## config.mk

```make
export PLATFORM = sky130hd
export DESIGN_NAME = branch_resolve_unit
export DESIGN_NICKNAME = d
export VERILOG_FILES = /design/src/rtl/branch_resolve_unit_pkg.sv /design/src/rtl/branch_resolve_unit_sat_counter.sv /design/src/rtl/branch_resolve_unit.sv
export SDC_FILE = /design/constraint.sdc
export NUM_CORES = 1
export LEC_CHECK = 0
export BUFFER_PORTS_ARGS = -buffer_cell sky130_fd_sc_hd__buf_2
export CAP_MARGIN = 10
export CORE_UTILIZATION = 56
export DETAILED_ROUTE_END_ITERATION = 6
export GPL_TIMING_DRIVEN = 1
export HOLD_SLACK_MARGIN = 0.08
export PLACE_DENSITY = 0.95
export SLEW_MARGIN = 20
export SYNTH_ARGS = -nofsm -noshare
export SYNTH_HDL_FRONTEND = slang
export SYNTH_SLANG_ARGS = --single-unit
```

## constraint.sdc

```tcl
create_clock -name clock -period 10.6 [get_ports clock]
set_clock_uncertainty 0.15 [all_clocks]
set_input_delay 2.12 -clock clock [delete_from_list [all_inputs] [get_ports clock]]
set_output_delay 2.12 -clock clock [all_outputs]
set_load 0.02 [all_outputs]
```

## src/rtl/branch_resolve_unit_pkg.sv

```systemverilog
// Shared constants for the execute-stage branch resolve unit: opcodes,
// datapath width and flush FSM state encoding.
package branch_resolve_unit_pkg;

  localparam int XLEN = 32;

  localparam logic [4:0] OP_BNE = 5'b00010;
  localparam logic [4:0] OP_BLT = 5'b00110;
  localparam logic [4:0] OP_J   = 5'b00001;
  localparam logic [4:0] OP_JAL = 5'b00011;
  localparam logic [4:0] OP_JR  = 5'b00100;

  typedef enum logic {
    ST_IDLE  = 1'b0,
    ST_FLUSH = 1'b1
  } state_e;

endpackage

```

## src/rtl/branch_resolve_unit_sat_counter.sv

```systemverilog
// Saturating up-counter with synchronous clear; sticks at all-ones.
module sat_counter #(
  parameter int W = 16
) (
  input  logic         clock,
  input  logic         clear,
  input  logic         en,
  output logic [W-1:0] count
);

  logic [W-1:0] count_q;
  logic [W-1:0] count_d;

  always_comb begin
    count_d = count_q;
    if (en && (count_q != {W{1'b1}})) count_d = count_q + W'(1);
  end

  always_ff @(posedge clock) begin
    if (clear) count_q <= '0;
    else       count_q <= count_d;
  end

  assign count = count_q;

endmodule

```

## src/rtl/branch_resolve_unit.sv

```systemverilog
// Resolves bne/blt/j/jal/jr in X: registered redirect + jal link write,
// flush FSM squashing F/D and D/X, and saturating branch statistics.
//
// Handshake: an instruction is consumed on a rising edge where
// in_valid && in_ready; there is no back-pressure other than in_ready,
// and inputs offered while in_ready is low are dropped, not held.
module branch_resolve_unit
  import branch_resolve_unit_pkg::*;
#(
  parameter int FLUSH_CYCLES = 2,
  parameter int CNT_W        = 16
) (
  input  logic                 clock,
  input  logic                 reset,
  input  logic                 in_valid,
  output logic                 in_ready,
  input  logic [4:0]           opcode,
  input  logic [XLEN-1:0]      pc,
  input  logic [16:0]          imm,
  input  logic [26:0]          target,
  input  logic [XLEN-1:0]      rd_value,
  input  logic                 isNotEqual,
  input  logic                 isLessThan,
  output logic                 redirect_valid,
  output logic [XLEN-1:0]      redirect_pc,
  output logic                 flush_fd,
  output logic                 flush_dx,
  output logic                 link_valid,
  output logic [XLEN-1:0]      link_value,
  output logic [CNT_W-1:0]     branch_count,
  output logic [CNT_W-1:0]     taken_count,
  output state_e               dbg_state
);

  localparam int FC_W = (FLUSH_CYCLES > 1) ? $clog2(FLUSH_CYCLES) : 1;

  state_e            state_q, state_d;
  logic [FC_W-1:0]   fcnt_q, fcnt_d;
  logic              redirect_valid_q, redirect_valid_d;
  logic [XLEN-1:0]   redirect_pc_q, redirect_pc_d;
  logic              link_valid_q, link_valid_d;
  logic [XLEN-1:0]   link_value_q, link_value_d;

  logic              accept;
  logic              is_branch;
  logic              taken;
  logic [XLEN-1:0]   tgt;

  assign accept    = in_valid && (state_q == ST_IDLE);
  assign is_branch = (opcode == OP_BNE) || (opcode == OP_BLT);

  always_comb begin
    taken = 1'b0;
    tgt   = '0;
    case (opcode)
      OP_BNE: begin
        taken = isNotEqual;
        tgt   = pc + 32'd1 + {{15{imm[16]}}, imm};
      end
      OP_BLT: begin
        taken = isLessThan;
        tgt   = pc + 32'd1 + {{15{imm[16]}}, imm};
      end
      OP_J, OP_JAL: begin
        taken = 1'b1;
        tgt   = {5'b0, target};
      end
      OP_JR: begin
        taken = 1'b1;
        tgt   = rd_value;
      end
      default: ;
    endcase
  end

  always_comb begin
    state_d          = state_q;
    fcnt_d           = fcnt_q;
    redirect_valid_d = 1'b0;
    redirect_pc_d    = redirect_pc_q;
    link_valid_d     = 1'b0;
    link_value_d     = link_value_q;
    case (state_q)
      ST_IDLE: begin
        if (accept && taken) begin
          state_d          = ST_FLUSH;
          fcnt_d           = FC_W'(FLUSH_CYCLES - 1);
          redirect_valid_d = 1'b1;
          redirect_pc_d    = tgt;
          if (opcode == OP_JAL) begin
            link_valid_d = 1'b1;
            link_value_d = pc + 32'd1;
          end
        end
      end
      ST_FLUSH: begin
        if (fcnt_q == '0) state_d = ST_IDLE;
        else              fcnt_d  = fcnt_q - FC_W'(1);
      end
      default: state_d = ST_IDLE;
    endcase
  end

  always_ff @(posedge clock) begin
    if (reset) begin
      state_q          <= ST_IDLE;
      fcnt_q           <= '0;
      redirect_valid_q <= 1'b0;
      redirect_pc_q    <= '0;
      link_valid_q     <= 1'b0;
      link_value_q     <= '0;
    end else begin
      state_q          <= state_d;
      fcnt_q           <= fcnt_d;
      redirect_valid_q <= redirect_valid_d;
      redirect_pc_q    <= redirect_pc_d;
      link_valid_q     <= link_valid_d;
      link_value_q     <= link_value_d;
    end
  end

  sat_counter #(.W(CNT_W)) u_branch_cnt (
    .clock (clock),
    .clear (reset),
    .en    (accept && is_branch),
    .count (branch_count)
  );

  sat_counter #(.W(CNT_W)) u_taken_cnt (
    .clock (clock),
    .clear (reset),
    .en    (accept && is_branch && taken),
    .count (taken_count)
  );

  assign in_ready       = (state_q == ST_IDLE);
  assign flush_fd       = (state_q == ST_FLUSH);
  assign flush_dx       = (state_q == ST_FLUSH);
  assign redirect_valid = redirect_valid_q;
  assign redirect_pc    = redirect_pc_q;
  assign link_valid     = link_valid_q;
  assign link_value     = link_value_q;
  assign dbg_state      = state_q;

endmodule

```

-- Word level (Yosys, flattened, before mapping)
Cells that the tools add are included.
- flip-flop bits (word level): 100
- bits in latches: 0
- RAM bits: 0
- ROM bits: 0
- input bits: 118
- memories kept: 0
- $add $sub $neg: 5
- multiply operators: 0
- div/mod/pow operators: 0
- order comparisons: 0
- equality and inequality tests: 8
- shift-type cells: 0
- mux-type cells: 9
- bitwise operators: 2
- reductions and logical operators: 14
- operator list (cell ; count):
    $pmux W32 S3 ; 1
    $add A16 B1 Y16 const B ; 2
    $add A32 B1 Y32 const B ; 1
    $add A32 B32 Y32 ; 1
    $ne A16 B16 Y1 const B ; 2
    $eq A5 B2 Y1 const B ; 2
    $eq A5 B3 Y1 const B ; 2
    $logic_and A1 B1 Y1 ; 6
    $reduce_or A2 Y1 ; 3
    $reduce_or A3 Y1 ; 2
    $eq A5 B1 Y1 const B ; 1
    $mux W1 ; 5
    $pmux W1 S2 ; 2
    $pmux W1 S3 ; 1
    $reduce_and A3 Y1 ; 1
    $ne A2 B1 Y1 const B ; 1
    $not A1 Y1 ; 2
    $reduce_and A2 Y1 ; 1
    $logic_or A1 B1 Y1 ; 1
    $sub A1 B1 Y1 const B ; 1

-- Longest topological paths before layout
Gate-level depths: netlist of the first run.
- depth after elaboration: 6
- mapped depth: 17
- gate-level depth less buffers: 15

-- Modules after synthesis
Synthesis of the first run repeated with hierarchy kept, for this count alone.
- cells, all modules: 861
- area, all modules: 6880.3 um2
- modules (own cells, without submodules) (module ; times used ; cells each ; area each (um2)):
    branch_resolve_unit ; 1 ; 663 ; 5183.7
    sat_counter ; 2 ; 99 ; 848.3

-- Worst setup path before layout of the first run
No wires, ideal clock.
- kind: in2reg
- start point: input pc[0]
- end point: register redirect_pc_q[29] (netlist: redirect_pc[29])
- setup time: 128 ps
- arrival time: 4942 ps
- data required time: 10322 ps
- path slack: 5380 ps
- cell stages on the path: 16
- cells stage by stage: ha_1 and4_1 nand4_1 nand2b_1 nor2_1 xnor2_1 inv_1 ha_1 clkbuf_8 a211oi_1 o21bai_1 nand2b_1 a41o_1 or4_1 o2111ai_1 o21ai_1
- longest elaborated chain between the ends: 3
- ends and longest elaborated chain (item ; RTL line ; text):
    start: declaration ; branch_resolve_unit.sv:18 ; input logic [XLEN-1:0] pc,
    $add A32 B1 Y32 ; branch_resolve_unit.sv:58, branch_resolve_unit.sv:62 ;
    $add A32 B32 Y32 ; branch_resolve_unit.sv:58, branch_resolve_unit.sv:62 ;
    $pmux W32 S3 ; branch_resolve_unit.sv:55 ; case (opcode)
    end signal: assignment ; branch_resolve_unit.sv:116 ; redirect_pc_q <= redirect_pc_d;
    end: declaration ; branch_resolve_unit.sv:40 ; logic [XLEN-1:0] redirect_pc_q, redirect_pc_d;
Every way passes these cells.
A chain may end at the register's enable or synchronous reset.

-- Worst setup path in the final report of the first run
- start point: input pc[0]
- end point: register redirect_pc_q[23] (netlist: redirect_pc[23])
The elaborated chain is that of the path after synthesis.

==> results of run 1 <==
-- path summary, 6_finish.rpt --
path / start / to / slack, ns / cells past startpoint
min reg2reg: link_value[25] / link_value[25] / 0.30 / 2
max reg2reg: dbg_state / link_value[31] / 8.01 / 6
max: pc[0] / redirect_pc[23] / 5.01 / 14
min: link_value[25] / link_value[25] / 0.30 / 2
-- logic make-up (layout without fill, tap and decap cells) --
family | count (synthesis) | in the layout | synth area share
DFF | 100 | 100 | 0.292
adders and majority gates | 42 | 42 | 0.0779
and+or+nand+nor | 366 | 366 | 0.255
muxes | 5 | 5 | 0.00749
AOI/OAI and AO/OA | 229 | 229 | 0.236
xor gates and xnor gates | 70 | 70 | 0.0896
buffers and inverters | 59 | 257 | 0.0417
-- worst max-delay path, cell delays in order --
cell	delay (ns)
buf_2	0.12
ha_1	0.22
and4_1	0.33
nand4_1	0.26
nand2b_1	0.27
xnor2_1	0.24
ha_1	0.35
a21oi_1	0.24
o21ai_0	0.28
a2111oi_0	0.45
a21oi_1	0.20
or3_1	0.37
nand3_1	0.13
a211oi_1	0.08
-- metrics by stage --
stage | worst slack [ns] | instance area (sq um) | utilization | total power [mW]
5_1_grt | 4.83 | 8310 | 0.695 | 0.992
6_report | 5.01 | 8310 | 0.695 | 0.953
2_1_floorplan | 5.38 | 6850 | - | 0.534
3_5_place_dp | 4.72 | 7990 | 0.668 | 0.603
4_1_cts | 5.10 | 8300 | 0.694 | 0.952
3_3_place_gp | 4.73 | 7990 | 0.668 | 0.600
-- where the power goes --
| part | internal (mW) | switching [mW] |
|---|---|---|
| clock network | 0.190 | 0.162 |
| registers | 0.381 | 0.00315 |
| logic | 0.0825 | 0.134 |
-- sequential cells by signal, indices dropped and copies added, names as in the netlist --
signal,flops
dbg_state,1
link_value,32
u_branch_cnt.count,16
redirect_valid,1
redirect_pc,32
fcnt_q,1
u_taken_cnt.count,16
link_valid,1
-- metal layers --
metal | vias to the layer above | GRT usage | share of wire
met5 | - | 0 | 0
met4 | 0 | 0.126 | 0.023
met3 | 37 | 0.0491 | 0.075
met2 | 392 | 0.543 | 0.46
met1 | 3442 | 0.437 | 0.45
li1 | 3566 | - | -
-- area by class of cell --
| class | count | area, sq um |
|---|---|---|
| clock buffer | 9 | 225 |
| clock inverter | 7 | 90.1 |
| fill | 988 | 3650 |
| inverter | 16 | 60.1 |
| multi-input combinational | 712 | 4600 |
| sequential | 100 | 2000 |
| tap | 147 | 184 |
| timing repair buffer | 225 | 1140 |
-- placed cells by master (no fill, tap or decap), drive strengths merged, types with 15 or more instances in the layout --
cell | netlist | final
nand3 | 34 | 34
xor2 | 35 | 35
and3 | 15 | 15
ha | 41 | 41
a211oi | 25 | 25
nand2 | 102 | 102
buf | 16 | 225
a21oi | 65 | 65
dfxtp | 100 | 100
inv | 16 | 20
o21ai | 37 | 37
nor3 | 26 | 26
nor2 | 119 | 119
nand4 | 21 | 21
xnor2 | 35 | 35
==> reports/qor.yml, run 1 <==
outcome: "complete, no violations"
synth_seq_cells: 100
max_slew_margin: 0.387
setup_viol: 0
worst_ep_arrival_time_ns: 5.65
drt_iter0_drc: 801
final_max_slew_viol_count: 0
ios: 220
fp.dieArea_sq_um: 12700
min_period_ns: 5.59
core.rowCount: 40
end_kind: "register"
vdd_drop_max_mv: 0.0830
ys_top_cells_by_area: "dfxtp_1, ha_1, nor2_1"
cts_resized: 0
startpoint_type: "input port"
finalHoldViolations: 0
numCtsBuffers: 9
drc: 0
fmax_mhz: 179
cts_htree_levels: 3
clock_latency_ns: 0.36
min_period_over_period: 0.527
syn_area_per_cell_sq_um: 7.86
layout-drive-gt1-share: 0.249
path_max_fanout: 7
ant_nets: 0
yosysTopAreaCell: "dfxtp_1"
wl_um: 21000
antenna_cells: 0
synthTopCellsByCount: "nor2_1, dfxtp_1, nand2_1, a21oi_1, ha_1"
dp.cells: 1200
start_util: 0.572
syn_area_sq_um: 6850
port_buffers: 219
nets: 1224
worstSetupPathType: "in2reg"
whs_ns: 0.303
async_flop_share: 0
grt_pass1_vias: 6874
cts_root_buf: "clkbuf_16"
hold_class: "reg2reg"
synth.most_common_cell: "nor2_1"
overflow: 0
yosysTopAreaCellShare: 0.292
vias: 7437
synth_ff_type: "dfxtp_1"
hold_buffers: 0
grt_setup_unrepaired: "no"
worst_pin_slew_ns: 0.912
crit_required_ns: 10.67
via_per_inst: 6.12
synth_edf_count: 0
wl_per_cell_um: 17.3
dp_hpwl_um: 16100
finalSetupTns_ns: 0
syn_inst: 871
tritoncts: "yes"
instances_no_fill: 1216
place_congestion: 0.935
grt_usage: 0.330
area_growth_pct: 21.4
cts_setup_buffers: 0
grt_pass1_wl_um: 33600
drv_cap: 0
cts_buffer_depth: 2
power_leakage_nw: 3.58
synth_warnings: 0
clkSlewWorstSetupHoldPaths_ns: 0.07
clock-sinks: 100
power.density_cell_area_nw_per_um2: 115
grt_max_degree: 55
synthesis.nets: 1031
coreArea_sq_um: 12000
yosysSeqAreaShare: 0.292
dr.pass1.iters: 6
dieWidth_um: 113
die_h_um: 113
ys_types: 74
antenna_found_initial: 0
Power figures use the tool's default switching activity.
==> run 2, diff against run 1 <==
--- a/config.mk
+++ b/config.mk
@@ -7,11 +7,11 @@
 export LEC_CHECK = 0
 export BUFFER_PORTS_ARGS = -buffer_cell sky130_fd_sc_hd__buf_2
 export CAP_MARGIN = 10
-export CORE_UTILIZATION = 56
+export CORE_UTILIZATION = 52
 export DETAILED_ROUTE_END_ITERATION = 6
 export GPL_TIMING_DRIVEN = 1
 export HOLD_SLACK_MARGIN = 0.08
-export PLACE_DENSITY = 0.95
+export PLACE_DENSITY = 0.9
 export SLEW_MARGIN = 20
 export SYNTH_ARGS = -nofsm -noshare
 export SYNTH_HDL_FRONTEND = slang
==> constraint.sdc (replaced) <==
create_clock -name clock -period 5.22 [get_ports clock]
set_clock_uncertainty 0.15 [all_clocks]
set_input_delay 1.044 -clock clock [delete_from_list [all_inputs] [get_ports clock]]
set_output_delay 1.044 -clock clock [all_outputs]
set_load 0.02 [all_outputs]
==> run 2 against run 1 <==
  * Sequential power up 100%
  * Power up 100%
  * Die area up 7.6%
  * Via count fell by 1.7%
  * Sequential share of layout area shrank 0.15 points
  * Wire length grew 0.61%
  * Design area increased by 0.62%
  * Clock power increased by 97%
  * Combinational power grew 100%
  * Largest cell class unchanged
==> reports/qor.yml, run 2 (same netlist as run 1, synthesis figures left out) <==
dieWidth_um: 117  # +3.7%
rr_worst_depth: 6  # unchanged
max_slew_margin: 0.421  # +0.0347
final_max_slew_viol_count: 0  # unchanged
dp_hpwl_um: 16100  # +0.21%
coreArea_sq_um: 12700  # +6.4%
min_period_over_period: 0.841
numCtsBuffers: 9  # unchanged
cts_root_buf: "clkbuf_16"
final_common_cell: "buf_2"
antenna_cells: 0  # unchanged
worstSetupPathType: "in2reg"
finalSetupTns_ns: 0  # unchanged
port_buffers: 219  # unchanged
clkSlewWorstSetupHoldPaths_ns: 0.07  # about the same
startpoint_type: "input port"
cts_htree_levels: 3  # unchanged
worst_ep_arrival_time_ns: 4.45  # -1.20 ns
outcome: "complete, no violations"
cts_setup_buffers: 0  # unchanged
grt_setup_unrepaired: "no"
layout-drive-gt1-share: 0.251  # +0.00257
utilization: 0.657  # -0.0375
vdd_drop_max_mv: 0.201  # +140%
end_kind: "register"
clock_latency_ns: 0.37  # about the same
whs_ns: 0.306  # +0.00327 ns
worst_pin_slew_ns: 0.866  # -0.0466 ns
hold_buffers: 0  # unchanged
ant_nets: 0  # unchanged
antenna_found_initial: 0  # unchanged
setup_viol: 0  # unchanged
nets: 1229  # +0.41%
die_h_um: 117  # +3.7%
power.density_cell_area_nw_per_um2: 229  # +99%
drt_iter0_drc: 612  # -24%
drc: 0  # unchanged
place_congestion: 0.913  # -2.4%
drv_cap: 0  # unchanged
dr.pass1.iters: 5  # -1
grt_pass1_vias: 6543  # -4.8%
wl_per_cell_um: 16.9  # -1.8%
fmax_mhz: 228
overflow: 0  # unchanged
clock-sinks: 100  # unchanged
cts_buffer_depth: 2  # unchanged
power_leakage_nw: 3.59  # +0.36%
area_growth_pct: 22.1
crit_required_ns: 5.28  # -5.39 ns
core.rowCount: 41  # +2.5%
hold_class: "reg2reg"
grt_max_degree: 75  # +36%
wl_um: 21100  # +0.61%
vias: 7308  # -1.7%
start_util: 0.538  # -0.0342
finalHoldViolations: 0  # unchanged
final_cell_mix: "buf_2, nor2_1, nand2_1, dfxtp_1, a21oi_1"
min_delay_path_depth: 2  # unchanged
path_max_fanout: 7  # unchanged
ios: 220  # unchanged
via_per_inst: 5.87  # -4.1%
grt_pass1_wl_um: 33100  # -1.4%
cts_resized: 0  # unchanged
min_period_ns: 4.39
grt_usage: 0.314  # -0.0166
fp.dieArea_sq_um: 13600  # +7.6%
tritoncts: "yes"
==> run 2: cell types whose count changed in the layout (fill, tap and decap cells not counted) <==
cell,before,now
buf_4,7,12
clkinv_8,0,2
inv_8,3,1
bufinv_16,1,0
clkinv_4,2,1
clkinvlp_4,0,1
inv_6,1,2
nand3_1,33,34
nand3_2,1,0
==> run 2: metrics by stage <==
step | setup WS (ns) | instances | power (mW) | cell area, sq um
after global placement | 0.531 | 1230 | 1.22 | 8060
after floorplan | 1.08 | 871 | 1.08 | 6850
after CTS | 0.877 | 1246 | 1.91 | 8360
after global routing | 0.354 | 1246 | 2.00 | 8360
final | 0.833 | 1246 | 1.91 | 8360
after detailed placement | 0.515 | 1230 | 1.23 | 8060
==> run 2: critical path, cell delays in order <==
cell and delay [ns]:
buf_2 0.12, ha_1 0.23, and4_1 0.28, nand4_1 0.23, nand2b_1 0.26, xnor2_1 0.23, ha_1 0.35, a21oi_1 0.21
o21ai_0 0.20, a2111oi_0 0.53, a21oi_1 0.23, or3_1 0.39, nand3_1 0.09, a211oi_1 0.07
==> run 2: routing by layer <==
metal  vias up  wire length [um]  global-route usage
met2       327              9670               0.494
li1       3581                 -                   -
met1      3366              9320               0.417
met5         -                 0                   0
met4         0               354              0.0979
met3        34              1770              0.0856
==> run 2: cell type report <==
cell class / count / area [sq um]
inverter: 16 / 60.1
tap: 172 / 215
clock inverter: 7 / 77.6
timing repair buffer: 230 / 1180
clock buffer: 9 / 225
multi-input combinational: 712 / 4600
sequential: 100 / 2000
fill: 1114 / 4360
==> run 2: power breakdown <==
part	leakage (nW)	switching, mW	internal, mW	total, mW
logic	2.64	0.268	0.169	0.437
clock network	0.144	0.355	0.340	0.695
registers	0.808	0.00647	0.773	0.780
total	3.59	0.630	1.28	1.91
==> run 2: worst paths after layout <==
path / from / endpoint / slack [ns]
setup reg to reg: dbg_state / link_value[22] / 2.72
hold / removal: link_value[1] / link_value[1] / 0.31
setup / recovery: pc[0] / redirect_pc[23] / 0.83
hold reg to reg: link_value[1] / link_value[1] / 0.31
==> run 3, diff against run 2 <==
--- a/config.mk
+++ b/config.mk
@@ -5,13 +5,14 @@
 export SDC_FILE = /design/constraint.sdc
 export NUM_CORES = 1
 export LEC_CHECK = 0
+export ABC_AREA = 1
 export BUFFER_PORTS_ARGS = -buffer_cell sky130_fd_sc_hd__buf_2
 export CAP_MARGIN = 10
-export CORE_UTILIZATION = 52
+export CORE_UTILIZATION = 48
 export DETAILED_ROUTE_END_ITERATION = 6
 export GPL_TIMING_DRIVEN = 1
 export HOLD_SLACK_MARGIN = 0.08
-export PLACE_DENSITY = 0.9
+export PLACE_DENSITY = 0.87
 export SLEW_MARGIN = 20
 export SYNTH_ARGS = -nofsm -noshare
 export SYNTH_HDL_FRONTEND = slang
==> constraint.sdc (replaced) <==
create_clock -name clock -period 3.6 [get_ports clock]
set_clock_uncertainty 0.15 [all_clocks]
set_input_delay 0.72 -clock clock [delete_from_list [all_inputs] [get_ports clock]]
set_output_delay 0.72 -clock clock [all_outputs]
set_load 0.02 [all_outputs]
==> run 3 against run 2 <==
  * Sequential power increased by 45%
  * Critical path type unchanged
  * Final cell count is 35% higher
  * Design area grew 13%
  * Largest cell class unchanged
==> reports/qor.yml, run 3 <==
place_congestion: 0.995  # +9.1%
startpoint_type: "input port"
clock-sinks: 100  # unchanged
ant_nets: 0  # unchanged
multiInputGateArea_sq_um: 4890  # +6.3%
final_cell_mix: "nand2_1, buf_2, inv_1"
clkSlewWorstSetupHoldPaths_ns: 0.07  # about the same
syn_inst: 1244  # +43%
dp_hpwl_um: 21400  # +33%
synth.most_common_cell: "nand2_1"
min_delay_path_depth: 2  # unchanged
worst_ep_arrival_time_ns: 3.45  # -1.00 ns
wl_um: 26400  # +25%
min_period_over_period: 0.917
place_area_sq_um: 9120  # +13%
synth_warnings: 0  # unchanged
yosysTopAreaCell: "dfxtp_1"
drt_iter0_drc: 732  # +20%
fmax_mhz: 303
power.density_cell_area_nw_per_um2: 298  # +30%
numCtsBuffers: 9  # unchanged
cp_cell_sequence: "buf_2 > nand2_1 > nor2_1 > inv_1 > nor4_1 > nand3_1 > nand2_1 > inv_1 > ha_1 > nand2_1 > nor2_1 > nand2_1 > nor2_1 > nand2_1 > nand3_1 > nand3_1 > a21oi_1"
finalSetupTns_ns: 0  # unchanged
utilization: 0.611  # -0.0465
end_kind: "register"
outcome: "complete, no violations"
crit_required_ns: 3.74  # -1.54 ns
synthesis.nets: 1404  # +36%
clock_latency_ns: 0.36  # about the same
antenna_cells: 0  # unchanged
synth_ff_type: "dfxtp_1"
syn_area_per_cell_sq_um: 6.19  # -21%
syn_area_sq_um: 7700  # +12%
final_max_slew_viol_count: 0  # unchanged
worstSetupPathType: "in2reg"
fp.dieArea_sq_um: 16500  # +21%
overflow: 0  # unchanged
ios: 220  # unchanged
area_growth_pct: 22.4
ys_types: 44  # -41%
grt_max_degree: 47  # -37%
finalPower_mw: 2.80  # +47%
cts_buffer_depth: 2  # unchanged
vdd_drop_max_mv: 0.238  # +18%
rr_worst_depth: 10  # +4
synthTopCellsByCount: "nand2_1, inv_1, nor2_1, dfxtp_1, a21oi_1"
coreArea_sq_um: 15400  # +21%
start_util: 0.499  # -0.0390
finalHoldViolations: 0  # unchanged
core.rowCount: 45  # +9.8%
dr.pass1.iters: 6  # +1
grt_pass1_wl_um: 40600  # +23%
grt_setup_unrepaired: "no"
die_h_um: 129  # +10%
vias: 9158  # +25%
setup_viol: 0  # unchanged
dieWidth_um: 129  # +10%
max_slew_margin: 0.356  # -0.0656
hold_class: "reg2reg"
slowest_delay_ns: 0.44  # -0.09 ns
grt_usage: 0.318  # +0.00404
drv_cap: 0  # unchanged
slowest_stage: "nor4_1"
layout-drive-gt1-share: 0.203  # -0.0481
grt_pass1_vias: 8169  # +25%
cts_htree_levels: 3  # unchanged
critPathMostFrequentCell: "nand2_1"
fillers: 1513  # +36%
antenna_found_initial: 0  # unchanged
nets: 1631  # +33%
cts_root_buf: "clkbuf_16"
ys_top_cells_by_area: "dfxtp_1, nand2_1, inv_1"
wl_per_cell_um: 15.7  # -7.5%
synth_seq_cells: 100  # unchanged
synth_edf_count: 0  # unchanged
worst_pin_slew_ns: 0.965  # +0.0993 ns
path_max_fanout: 4  # -3
port_buffers: 219  # unchanged
yosysSeqAreaShare: 0.260  # -0.0324
min_period_ns: 3.30
async_flop_share: 0  # unchanged
drc: 0  # unchanged
regArea_sq_um: 2000  # unchanged
yosysTopAreaCellShare: 0.260  # -0.0324
final_common_cell: "nand2_1"
power_leakage_nw: 4.83  # +35%
tritoncts: "yes"
via_per_inst: 5.43  # -7.4%
postLayoutCellArea_sq_um: 9420  # +13%
-- run 3: cell count changes in the layout (fill, tap and decap cells not counted), moves of 20 or more --
cell      previous run  this run
buf_4               12        32
xnor2_1             35        14
a211oi_1            25         0
nand2_1            100       355
nand3_1             34        80
o21ai_0             33        58
a21oi_1             65        94
inv_1               16       167
-- run 3: layout make-up --
type / count / share of cell area
inverters: 171 / 0.0681
clock buffers: 11 / 0.0258
well taps: 211 / 0.0280
flip-flops and latches: 100 / 0.213
repair buffers: 251 / 0.142
multi-input cells: 938 / 0.519
clock inverters: 5 / 0.00478
-- run 3: per-layer routing --
| layer | up-vias | part of all wire | global-route usage |
|---|---|---|---|
| li1 | 4498 | - | - |
| met1 | 4082 | 0.43 | 0.413 |
| met5 | - | 0 | 0 |
| met2 | 518 | 0.44 | 0.508 |
| met4 | 0 | 0.033 | 0.126 |
| met3 | 60 | 0.10 | 0.0744 |
-- run 3: kinds of logic after synthesis --
| kind of cell | share of synthesized area |
|---|---|
| flip-flops | 0.260 |
| XOR/XNOR | 0.0455 |
| AND/OR/NAND/NOR | 0.358 |
| adder cells (fa/ha/maj) | 0.0692 |
| buffers and inverters | 0.107 |
| AO/OA/AOI/OAI | 0.161 |
-- run 3: through the flow --
step,hold WS [ns],cells,setup WS (ns)
floorplan,0.297,1244,0.393
finish,0.318,1687,0.297
global route,0.335,1687,0.0378
CTS,0.319,1687,0.273
global placement,0.301,1671,0.0197
detailed placement,0.307,1671,-0.0820
-- run 3: path summary, 6_finish.rpt --
path,end,from,slack [ns]
max reg2reg,u_branch_cnt.count[9],u_branch_cnt.count[0],1.32
min,link_value[7],link_value[7],0.32
max,redirect_pc[27],pc[5],0.30
min reg2reg,link_value[7],link_value[7],0.32
-- run 3: repair_timing --
| action | CTS | global route |
|---|---|---|
| hold buffers | 0 | 0 |
| setup buffers | 0 | 0 |
| endpoints found under the setup margin | 0 | 4 |
| gates resized for setup | 0 | 4 |
-- run 3: power by group --
part           leakage (nW)  total [mW]  switching [mW]  internal, mW
sequential            0.808        1.13         0.00902          1.12
clock                 0.138       0.962           0.464         0.498
combinational          3.89       0.709           0.455         0.253
total                  4.83        2.80           0.928          1.87
-- run 3: critical path, delay by kind of cell --
family	cells	cell delay, ns
compound gates	1	0.17
fa+ha+maj	1	0.42
buf+inv	3	0.32
simple gates	12	1.82
